**src/rtl/operand_fetch_regfile.sv**
```systemverilog
// Register file with a one-entry operand latch feeding the function unit, plus a per-register
// pending scoreboard. Optional write-back forwarding is enabled by defining RF_BYPASS_EN.
module operand_fetch_regfile #(
  parameter int DATA_W = 4,
  parameter int ADDR_W = 3,
  parameter int FS_W   = 4
) (
  input  logic              clk,
  input  logic              rst,
  input  logic              InValid,
  output logic              InReady,
  input  logic [ADDR_W-1:0] AA,
  input  logic [ADDR_W-1:0] BA,
  input  logic [FS_W-1:0]   FSin,
  input  logic [ADDR_W-1:0] DA,
  input  logic              LD,
  output logic              OutValid,
  input  logic              OutReady,
  output logic [DATA_W-1:0] Adata,
  output logic [DATA_W-1:0] Bdata,
  output logic [FS_W-1:0]   FS,
  output logic [ADDR_W-1:0] DAout,
  output logic              LDout,
  input  logic              WrEn,
  input  logic [ADDR_W-1:0] WrAddr,
  input  logic [DATA_W-1:0] WrData
);

  localparam int NREG = 1 << ADDR_W;

  typedef enum logic [0:0] {EMPTY = 1'b0, FULL = 1'b1} buf_state_t;

  buf_state_t             state_r, state_s;
  logic [DATA_W-1:0]      rf_r [NREG];
  logic [NREG-1:0]        pend_r, pend_s;
  logic [DATA_W-1:0]      adata_r, bdata_r, a_val_s, b_val_s;
  logic [FS_W-1:0]        fs_r;
  logic [ADDR_W-1:0]      daout_r;
  logic                   ldout_r;
  logic                   a_byp_s, b_byp_s, hazard_s, inready_s, accept_s;

  // Operand selection, hazard detection and handshake
  always_comb begin
    a_byp_s = 1'b0;
    b_byp_s = 1'b0;
`ifdef RF_BYPASS_EN
    a_byp_s = WrEn && (WrAddr == AA);
    b_byp_s = WrEn && (WrAddr == BA);
`endif
    if (a_byp_s) a_val_s = WrData;
    else         a_val_s = rf_r[AA];
    if (b_byp_s) b_val_s = WrData;
    else         b_val_s = rf_r[BA];
    hazard_s  = (pend_r[AA] && !a_byp_s) || (pend_r[BA] && !b_byp_s);
    inready_s = !hazard_s && ((state_r == EMPTY) || OutReady);
    accept_s  = InValid && inready_s;
  end

  // Output buffer next state and scoreboard update (a set on accept beats a same-edge clear)
  always_comb begin
    state_s = state_r;
    pend_s  = pend_r;
    case (state_r)
      EMPTY: begin
        if (accept_s) state_s = FULL;
        else          state_s = EMPTY;
      end
      FULL: begin
        if (accept_s)      state_s = FULL;
        else if (OutReady) state_s = EMPTY;
        else               state_s = FULL;
      end
      default: state_s = EMPTY;
    endcase
    if (WrEn) pend_s[WrAddr] = 1'b0;
    else      pend_s = pend_s;
    if (accept_s && LD) pend_s[DA] = 1'b1;
    else                pend_s = pend_s;
  end

  // State, register array, scoreboard and operand latch
  always_ff @(posedge clk) begin
    if (rst) begin
      state_r <= EMPTY;
      pend_r  <= {NREG{1'b0}};
      adata_r <= {DATA_W{1'b0}};
      bdata_r <= {DATA_W{1'b0}};
      fs_r    <= {FS_W{1'b0}};
      daout_r <= {ADDR_W{1'b0}};
      ldout_r <= 1'b0;
      for (int i = 0; i < NREG; i++) rf_r[i] <= {DATA_W{1'b0}};
    end else begin
      state_r <= state_s;
      pend_r  <= pend_s;
      if (WrEn) rf_r[WrAddr] <= WrData;
      if (accept_s) begin
        adata_r <= a_val_s;
        bdata_r <= b_val_s;
        fs_r    <= FSin;
        daout_r <= DA;
        ldout_r <= LD;
      end
    end
  end

  assign InReady  = inready_s;
  assign OutValid = (state_r == FULL);
  assign Adata    = adata_r;
  assign Bdata    = bdata_r;
  assign FS       = fs_r;
  assign DAout    = daout_r;
  assign LDout    = ldout_r;

endmodule
```
**config.mk**
```make
export PLATFORM = sky130hd
export DESIGN_NAME = operand_fetch_regfile
export DESIGN_NICKNAME = d
export VERILOG_FILES = /design/src/rtl/operand_fetch_regfile.sv
export SDC_FILE = /design/constraint.sdc
export NUM_CORES = 1
export LEC_CHECK = 0
export CORE_ASPECT_RATIO = 0.75
export CORE_MARGIN = 10
export CORE_UTILIZATION = 55
export DETAILED_ROUTE_END_ITERATION = 8
export PLACE_DENSITY = 0.81
export SYNTH_ARGS = -nofsm -noshare
export SYNTH_HDL_FRONTEND = slang
export SYNTH_SLANG_ARGS = --single-unit
```
**constraint.sdc**
```tcl
create_clock -name clk -period 4.12 [get_ports clk]
set_clock_uncertainty 0.1 [all_clocks]
set_input_delay 0.412 -clock clk [delete_from_list [all_inputs] [get_ports clk]]
set_output_delay 0.412 -clock clk [all_outputs]
set_load 0.01 [all_outputs]
```
== After elaboration in Yosys (flattened, before gate mapping) ==
Memories as Yosys holds them, arrays and structs flattened. A register that Yosys moved wholly into a read port is not among the register bits.
Index checks and enable logic that the tools add are counted.
Word-level totals
  flip-flop bits (word level): 17
  RAM bits: 32
  input port bits: 26
  output and inout port bits: 18
  logic and storage cells: 47
  memories kept: 1
Operators by class
  magnitude comparators: 6
  mux-type cells: 22
  bitwise operators: 4
  reduce and logical (&&, ||, !) cells: 9
Memory list
  rf_r: depth 8, width 4, rd ports 2, clocked after Yosys merged registers in 2, wr ports 8, RTL line 34  | logic [DATA_W-1:0] rf_r [NREG];
Operators with widths (count)
  3-bit by 4-bit < comparator with 1-bit output (second input constant): 4
  8-bit two-way mux: 2
  1-bit two-way mux: 13
  8-bit AND: 1
  8-bit inverter: 1
  8-bit bitwise OR: 1
  1-bit binary-select mux with 3-bit select: 2
  1-bit demux with 3-bit select: 2
  3-bit by 1-bit >= comparator with 1-bit output (second input constant): 2
  1-bit logical AND: 5
  4-bit two-way mux: 1
  4-bit OR reduction: 1
  3-bit two-way mux: 1
  1-bit logical OR: 2
  1-bit one-hot mux with 2 select lines: 1
  1-bit zero test: 1
  1-bit inverter: 1

== Depth between registers and ports, before layout ==
Gate-level depths: netlist of the first run.
  depth in word-level cells: 9
  depth in mapped cells: 7
  depth with buffers taken out: 4

== Least setup slack after synthesis of the first run ==
Ideal clock, no wire load.
  path kind: input-to-output
  start: in BA[0]
  end: out InReady
  data arrival time: 1853 ps
  required time: 3608 ps
  slack: 1755 ps
  stages: 6
  path buffers: 2
  cells stage by stage: buf_6 > mux4_1 > nand2b_1 > clkbuf_1 > nand3_1 > inv_1
Between the ends
  longest elaborated chain between the ends: 5
RTL lines
  start, declared: RTL line 13  | input logic [ADDR_W-1:0] BA,
  1-bit binary-select mux with 3-bit select: RTL line 54  | hazard_s = (pend_r[AA] && !a_byp_s) || (pend_r[BA] && !b_byp_s);
  1-bit two-way mux (not written as such): RTL line 54
  1-bit logical OR: RTL line 54
  1-bit zero test: RTL line 55  | inready_s = !hazard_s && ((state_r == EMPTY) || OutReady);
  1-bit logical AND: RTL line 55
  end, declared: RTL line 11  | output logic InReady,
Every way passes these cells. The select of a mux whose other input is x is not followed.

== Final worst setup path of the first run ==
Ends and elaborated chain as after synthesis.

==> summary.md, run 1 <==
| Metric | Value |
|---|---|
| Status | `finished clean` |
| Final setup violation count | `0` |
| Setup CP Type | `primary input to primary output` |
| Worst IR Drop VDD | `~0.00025 V` |
| Power Density | `375 mW/mm2` |
| Post-cts sizing count | `0` |
| Hold depth | `2` |
| Fraction of registers with async set/reset | `0%` |
| Die area | `between 0.008 and 0.009 mm2` |
| Clock transition at the registers of the reported paths | `~0.06 ns` |
| CP Launch Type | `primary input` |
| First-pass GRT wire length | `between 10000 and 15000 um` |
| Post-synthesis sequential area ratio | `48.9%` |
| Fmax | `~300 MHz` |
| CP most frequent cell | `clkdlybuf4s50_1` |
| Initial antenna violation count | `0` |
| Final period utilization | `roughly 80%` |
| Share of layout cells above drive strength 1 | `a little over a tenth` |
| Largest net degree at the start of global routing | `36` |
| # IOs | `44` |
| RD Place Congestion | `0.872` |
| Pins Over Slew Limit | `0` |
| Die Y-Extent | `~84 um` |
| Synth cell count leaders | `and2_1, edfxtp_1, dfxtp_1` |
| FP Rows | `23` |
| Final Hold Viols | `0` |
| Cell variety after synth | `30` |
| Min-delay worst type | `flip-flop to flip-flop` |
| Worst R2R Setup Slack | `between 1.5 and 2 ns` |
| Input/output buffers | `between 40 and 50` |
| Crit path largest cell delay | `roughly 0.56 ns` |
| Synth area leader | `edfxtp_1` |
| Vias in the first global route | `between 2000 and 2500` |
| Crit. End Element | `primary output` |
| Crit path max-delay cell type | `mux4_1` |
| Hold Buf Count CTS | `0` |
| Clock Latency Late Sink | `0.34 ns` |
| Detailed Place HPWL | `5380 um` |
| Core Util, Final | `68.5%` |
| Static Leak | `between 1 and 1.5 nW` |
| Synth Instances | `about 240` |
| Antenna cell count | `0` |
| WP data arrival | `between 2 and 3 ns` |
| Root Buffer Master | `clkbuf_8` |
| H-tree depth | `3` |
| Starting Density | `56.4%` |
| CTS sink cnt | `between 50 and 60` |
| Total power | `0.00136 W` |
| Final ANT Viol Nets | `0` |
| Area share of the largest cell type after synthesis | `around a third` |
| Setup Buffers After CTS | `0` |
| Global Route Usage Sum | `approximately 17%` |
| 1st-iter DRT viols | `129` |
| Slew HR | `roughly 50%` |
| CP required | `around 3.6 ns` |
| Most used DFF post-synth | `edfxtp_1` |
| First-pass iteration count of the detailed router | `4` |
| GRT overflow | `0` |
| Crit-path max FO | `11` |
| Nets | `between 300 and 400` |
| DRC viols | `0` |
| Register bit total from synthesis | `57` |
| Clock buffer depth | `2` |
| Syn avg cell area | `12.2 um2` |
| Max Cap Viol | `0` |
| Post-Route WL | `just over 7000 um` |
| Layout fillers | `just over 400` |
| Routed len/inst | `~20 um` |
| Final TNS setup | `0 ns` |
| Worst Max-Slew Pin Slew | `0.749 ns` |
| Via density | `about 5.7` |
| TritonCTS Buffers | `9` |
| Via Count | `about 2100` |
| Ys Warns | `0` |
| Core Region | `roughly 0.0053 mm2` |
| Worst reg-to-reg path cell count | `4` |
| Post-synthesis cell area | `between 0.002 and 0.003 mm2` |
| RSZ-0062 raised after global routing | `false` |
| CTS tree | `done` |
| Area contributors post-synth | `edfxtp_1, dfxtp_1, mux4_1` |
| Cell breakdown of the critical path | `clkdlybuf4s50_1, mux4_1, nand2b_1, nand3_1, inv_1, clkdlybuf4s50_1` |
| Syn Nets | `270` |
| Area Growth Syn to Fin | `21.4%` |
| Die width | `between 100 and 150 um` |
| Tmin final | `~3.4 ns` |
| EDFF count, synth | `32` |
==> worst paths after layout <==
kind,startpoint,to
worst max-delay path,BA[0],InReady
worst min register to register,FS[2],FS[2]
worst max register to register,pend_r[7],DAout[1]
worst min-delay path,FS[2],FS[2]
==> placed cells by master (no fill, tap or decap) <==
cell,Yosys,layout
a211oi_1,8,8
a211oi_4,1,1
a21o_1,1,1
a21oi_1,2,2
a31o_2,4,4
a31oi_1,8,8
and2_1,32,32
and3_1,2,2
buf_4,1,4
bufinv_16,0,1
clkbuf_1,8,3
clkbuf_8,0,9
clkdlybuf4s50_1,0,43
clkinv_1,0,1
clkinv_2,0,2
dfxtp_1,25,25
edfxtp_1,32,32
inv_1,14,14
mux2i_1,20,20
mux4_1,9,9
mux4_2,10,10
nand2_1,13,13
nand2b_1,18,18
nand3_1,2,2
nor2_1,10,10
nor2b_1,2,2
nor3_1,3,3
nor3b_1,1,1
o21bai_1,3,3
o22ai_1,8,8
or2_2,1,1
==> cell families (layout without fill, tap and decap cells) <==
logic type	Yosys count	in the layout	synth area share, %
AOI/OAI and AO/OA	35	35	8.55
DFF	57	57	48.9
buffers and inverters	29	77	4.86
and+or+nand+nor	84	84	15.5
muxes	39	39	22.2
==> critical path: cells and delay by family <==
kind          cells  cell delay [ns]
simple gates      2             0.66
mux               1             0.56
buf+inv           3             1.21
==> area by class of cell <==
| class | instances | area (um2) | area share [%] |
|---|---|---|---|
| Tap cell | 75 | 93.8 | 2.59 |
| Clock buffer | 12 | 135 | 3.73 |
| Clock inverter | 4 | 43.8 | 1.21 |
| Timing Repair Buffer | 47 | 460 | 12.7 |
| Inverter | 14 | 52.6 | 1.45 |
| Multi-Input combinational cell | 158 | 1380 | 38.0 |
| Sequential cell | 57 | 1460 | 40.3 |
==> metrics by stage <==
step	worst slack, ns	instances	cell area [um2]	hold WS, ns
after floorplan	1.76	244	2990	0.358
after CTS	0.751	367	3630	0.376
final	0.755	367	3630	0.375
after detailed placement	0.755	351	3450	0.363
after global placement	0.810	351	3450	0.358
after global routing	0.566	367	3630	0.388
==> power breakdown <==
part           switching, W  total [W]  internal [W]
combinational     0.0000988   0.000212      0.000113
clock              0.000212   0.000488      0.000276
sequential        0.0000212   0.000661      0.000640
total              0.000332    0.00136       0.00103
==> state kept, by name (all words and copies together) (netlist names) <==
name / flops
Bdata: 4
rf_r: 32
LDout: 1
FS: 4
DAout: 3
OutValid: 1
Adata: 4
pend_r: 8
==> metal layers <==
| layer | up-vias | part of all wire [%] | GRT usage, % |
|---|---|---|---|
| li1 | 987 | - | - |
| met1 | 1013 | 45 | 22.5 |
| met2 | 86 | 47 | 25.9 |
| met3 | 8 | 7.6 | 6.25 |
| met4 | 0 | 1.0 | 4.35 |
| met5 | - | 0 | 0 |
No activity file was read; power rests on OpenSTA's default activity.
==> inputs of run 2 (changes only) <==
CORE_UTILIZATION = 49   (was 55)
PLACE_DENSITY = 0.76   (was 0.81)
clock period = 2.8 ns   (was 4.12 ns; I/O delays follow)
==> summary.md, run 2 (same netlist as run 1, synthesis figures left out) <==
| Metric | Value |
|---|---|
| Sequential share of power | `47.4% (-1.2 points)` |
| Initial antenna violation count | `0 (unchanged)` |
| Crit. End Element | `primary output` |
| Static Leak | `1.39 nW (+3.4%)` |
| Hold depth | `2 (unchanged)` |
| Hold Path Sink | `FS[3]` |
| TritonCTS Buffers | `9 (unchanged)` |
| Status | `finished clean` |
| Worst R2R Setup Slack | `0.87 ns (-0.76 ns)` |
| Clock transition at the registers of the reported paths | `0.07 ns (about the same)` |
| FP Rows | `24 (+4.3%)` |
| Pins Over Slew Limit | `0 (unchanged)` |
| Core Region | `0.00586 mm2 (+11%)` |
| 1st-iter DRT viols | `189 (+47%)` |
| Via density | `5.61 (-1.7%)` |
| Post-cts sizing count | `0 (unchanged)` |
| CP most frequent cell | `clkdlybuf4s50_1` |
| Clock Latency Late Sink | `0.33 ns (about the same)` |
| Die area | `0.00965 mm2 (+9.6%)` |
| R2r startpoint | `pend_r[1]` |
| GRT overflow | `0 (unchanged)` |
| WP data arrival | `2.31 ns (-0.54 ns)` |
| RSZ-0062 raised after global routing | `false` |
| H-tree depth | `3 (unchanged)` |
| Min-delay worst type | `flip-flop to flip-flop` |
| Finished Layout Cells | `377 (+2.7%)` |
| Most frequent cells in the layout | `clkdlybuf4s50_1, and2_1, edfxtp_1` |
| P_sw | `0.000528 W (+59%)` |
| Via Count | `2115 (+1.0%)` |
| Final TNS setup | `0 ns (unchanged)` |
| Clock buffer depth | `2 (unchanged)` |
| Crit path largest cell delay | `0.58 ns (+0.02 ns)` |
| Final Hold Viols | `0 (unchanged)` |
| Largest registers | `rf_r (32), pend_r (8)` |
| Die Y-Extent | `87.6 um (+4.5%)` |
| Tmin final | `approximately 2.7 ns` |
| Placed cells | `361 (+2.8%)` |
| Cell breakdown of the critical path | `clkdlybuf4s50_1, mux4_2, a21oi_1, nand3_1, inv_1, clkdlybuf4s50_1` |
| Met3 WL | `612 um (+11%)` |
| Starting Density | `51.0% (-5.4 points)` |
| Largest register by flop count | `rf_r` |
| RD Place Congestion | `0.869 (-0.36%)` |
| Root Buffer Master | `clkbuf_8` |
| Worst Max-Slew Pin Slew | `0.498 ns (-0.251 ns)` |
| Leading cell type in the layout, fill and taps excluded | `clkdlybuf4s50_1` |
| Max Cap Viol | `0 (unchanged)` |
| Detailed Place HPWL | `5670 um (+5.5%)` |
| CP Launch Type | `primary input` |
| CTS sink cnt | `57 (unchanged)` |
| Core Util, Final | `63.5% (-5.0 points)` |
| Antenna cell count | `0 (unchanged)` |
| Hold Buf Count CTS | `0 (unchanged)` |
| Final period utilization | `about 96%` |
| Comb pwr share | `15.4% (-0.2 points)` |
| Largest net degree at the start of global routing | `26 (-28%)` |
| Hold path start | `FS[3]` |
| Largest register FFs | `32 (unchanged)` |
| Worst reg-to-reg path cell count | `6 (+2)` |
| First-pass iteration count of the detailed router | `4 (unchanged)` |
| Dpl cell area | `0.00352 mm2 (+2.0%)` |
| Crit-path max FO | `3 (-8)` |
| Worst IR Drop VDD | `0.000375 V (+51%)` |
| Input/output buffers | `43 (unchanged)` |
| Post-Layout Inst Area | `0.00372 mm2 (+2.5%)` |
| Post-Route WL | `7150 um (-1.6%)` |
| Reg2reg end | `DAout[0]` |
| Routed len/inst | `19.0 um (-4.2%)` |
| Power share of the clock group | `37.2% (+1.4 points)` |
| Vias in the first global route | `2058 (-3.3%)` |
| Setup CP Type | `primary input to primary output` |
| P_int | `0.00154 W (+49%)` |
| Fmax | `between 300 and 400 MHz` |
| Global Route Usage Sum | `15.2% (-1.8 points)` |
| Setup Buffers After CTS | `0 (unchanged)` |
| Slew HR | `66.7% (+17 points)` |
| First-pass GRT wire length | `11100 um (-5.9%)` |
| Nets | `320 (+2.2%)` |
| Area Growth Syn to Fin | `24.5%` |
| CTS tree | `done` |
| Top sig layer | `met4` |
| Net Sw Frac | `25.6% (+1.2 points)` |
| DRC viols | `0 (unchanged)` |
| # IOs | `44 (unchanged)` |
| Crit path max-delay cell type | `clkdlybuf4s50_1` |
| Met1 Wirelength | `3190 um (-1.6%)` |
| Power Density | `555 mW/mm2 (+48%)` |
| Final setup violation count | `0 (unchanged)` |
| Met2 WL post-DR | `3310 um (-2.6%)` |
| CP required | `2.42 ns (-1.19 ns)` |
| Die width | `110 um (+4.8%)` |
| Share of layout cells above drive strength 1 | `14.4% (+3.4 points)` |
| Final ANT Viol Nets | `0 (unchanged)` |
## run 2: power by group through the flow
stage          Clock [W]  Combinational, W  Sequential (W)
3_5_place_dp           0          0.000319        0.000996
3_3_place_gp           0          0.000312        0.000991
4_1_cts         0.000785          0.000321        0.000977
5_1_grt         0.000826          0.000342        0.000982
6_report        0.000769          0.000317        0.000978
2_1_floorplan          0          0.000176        0.000989
## run 2: worst max path at each step
| stage | cells after the start | slack, ns | start | endpoint |
|---|---|---|---|---|
| floorplan | 7 | 0.68 | BA[0] | FS[1] |
| global placement | 6 | 0.13 | BA[0] | InReady |
| detailed placement | 6 | 0.11 | BA[0] | InReady |
| CTS | 6 | 0.1 | BA[0] | InReady |
| global route | 6 | 0.02 | BA[0] | InReady |
| finish | 6 | 0.11 | BA[0] | InReady |
## run 2: layout make-up
cell class | instances | area (um2)
tap | 78 | 97.6
multi-input combinational | 158 | 1380
timing repair buffer | 54 | 526
inverter | 14 | 52.6
clock inverter | 7 | 77.6
sequential | 57 | 1460
fill | 461 | 2140
clock buffer | 9 | 124
## run 2: per-stage QoR
| stage | hold WS [ns] | worst slack [ns] | power [W] |
|---|---|---|---|
| after global placement | 0.357 | 0.128 | 0.00130 |
| final | 0.380 | 0.113 | 0.00206 |
| after CTS | 0.382 | 0.0961 | 0.00208 |
| after global routing | 0.387 | 0.0206 | 0.00215 |
| after detailed placement | 0.368 | 0.108 | 0.00132 |
| after floorplan | 0.335 | 0.678 | 0.00116 |
## run 2: critical path, delay by kind of cell
kind,cells,cell delay (ns)
buf+inv,3,1.17
compound gates,1,0.16
simple gates,1,0.11
mux,1,0.58
## run 2: per-layer routing
layer | vias to the layer above | global-route usage (%)
li1 | 1001 | -
met4 | 0 | 3.38
met1 | 1037 | 20.7
met5 | - | 0
met2 | 72 | 23.1
met3 | 5 | 5.28
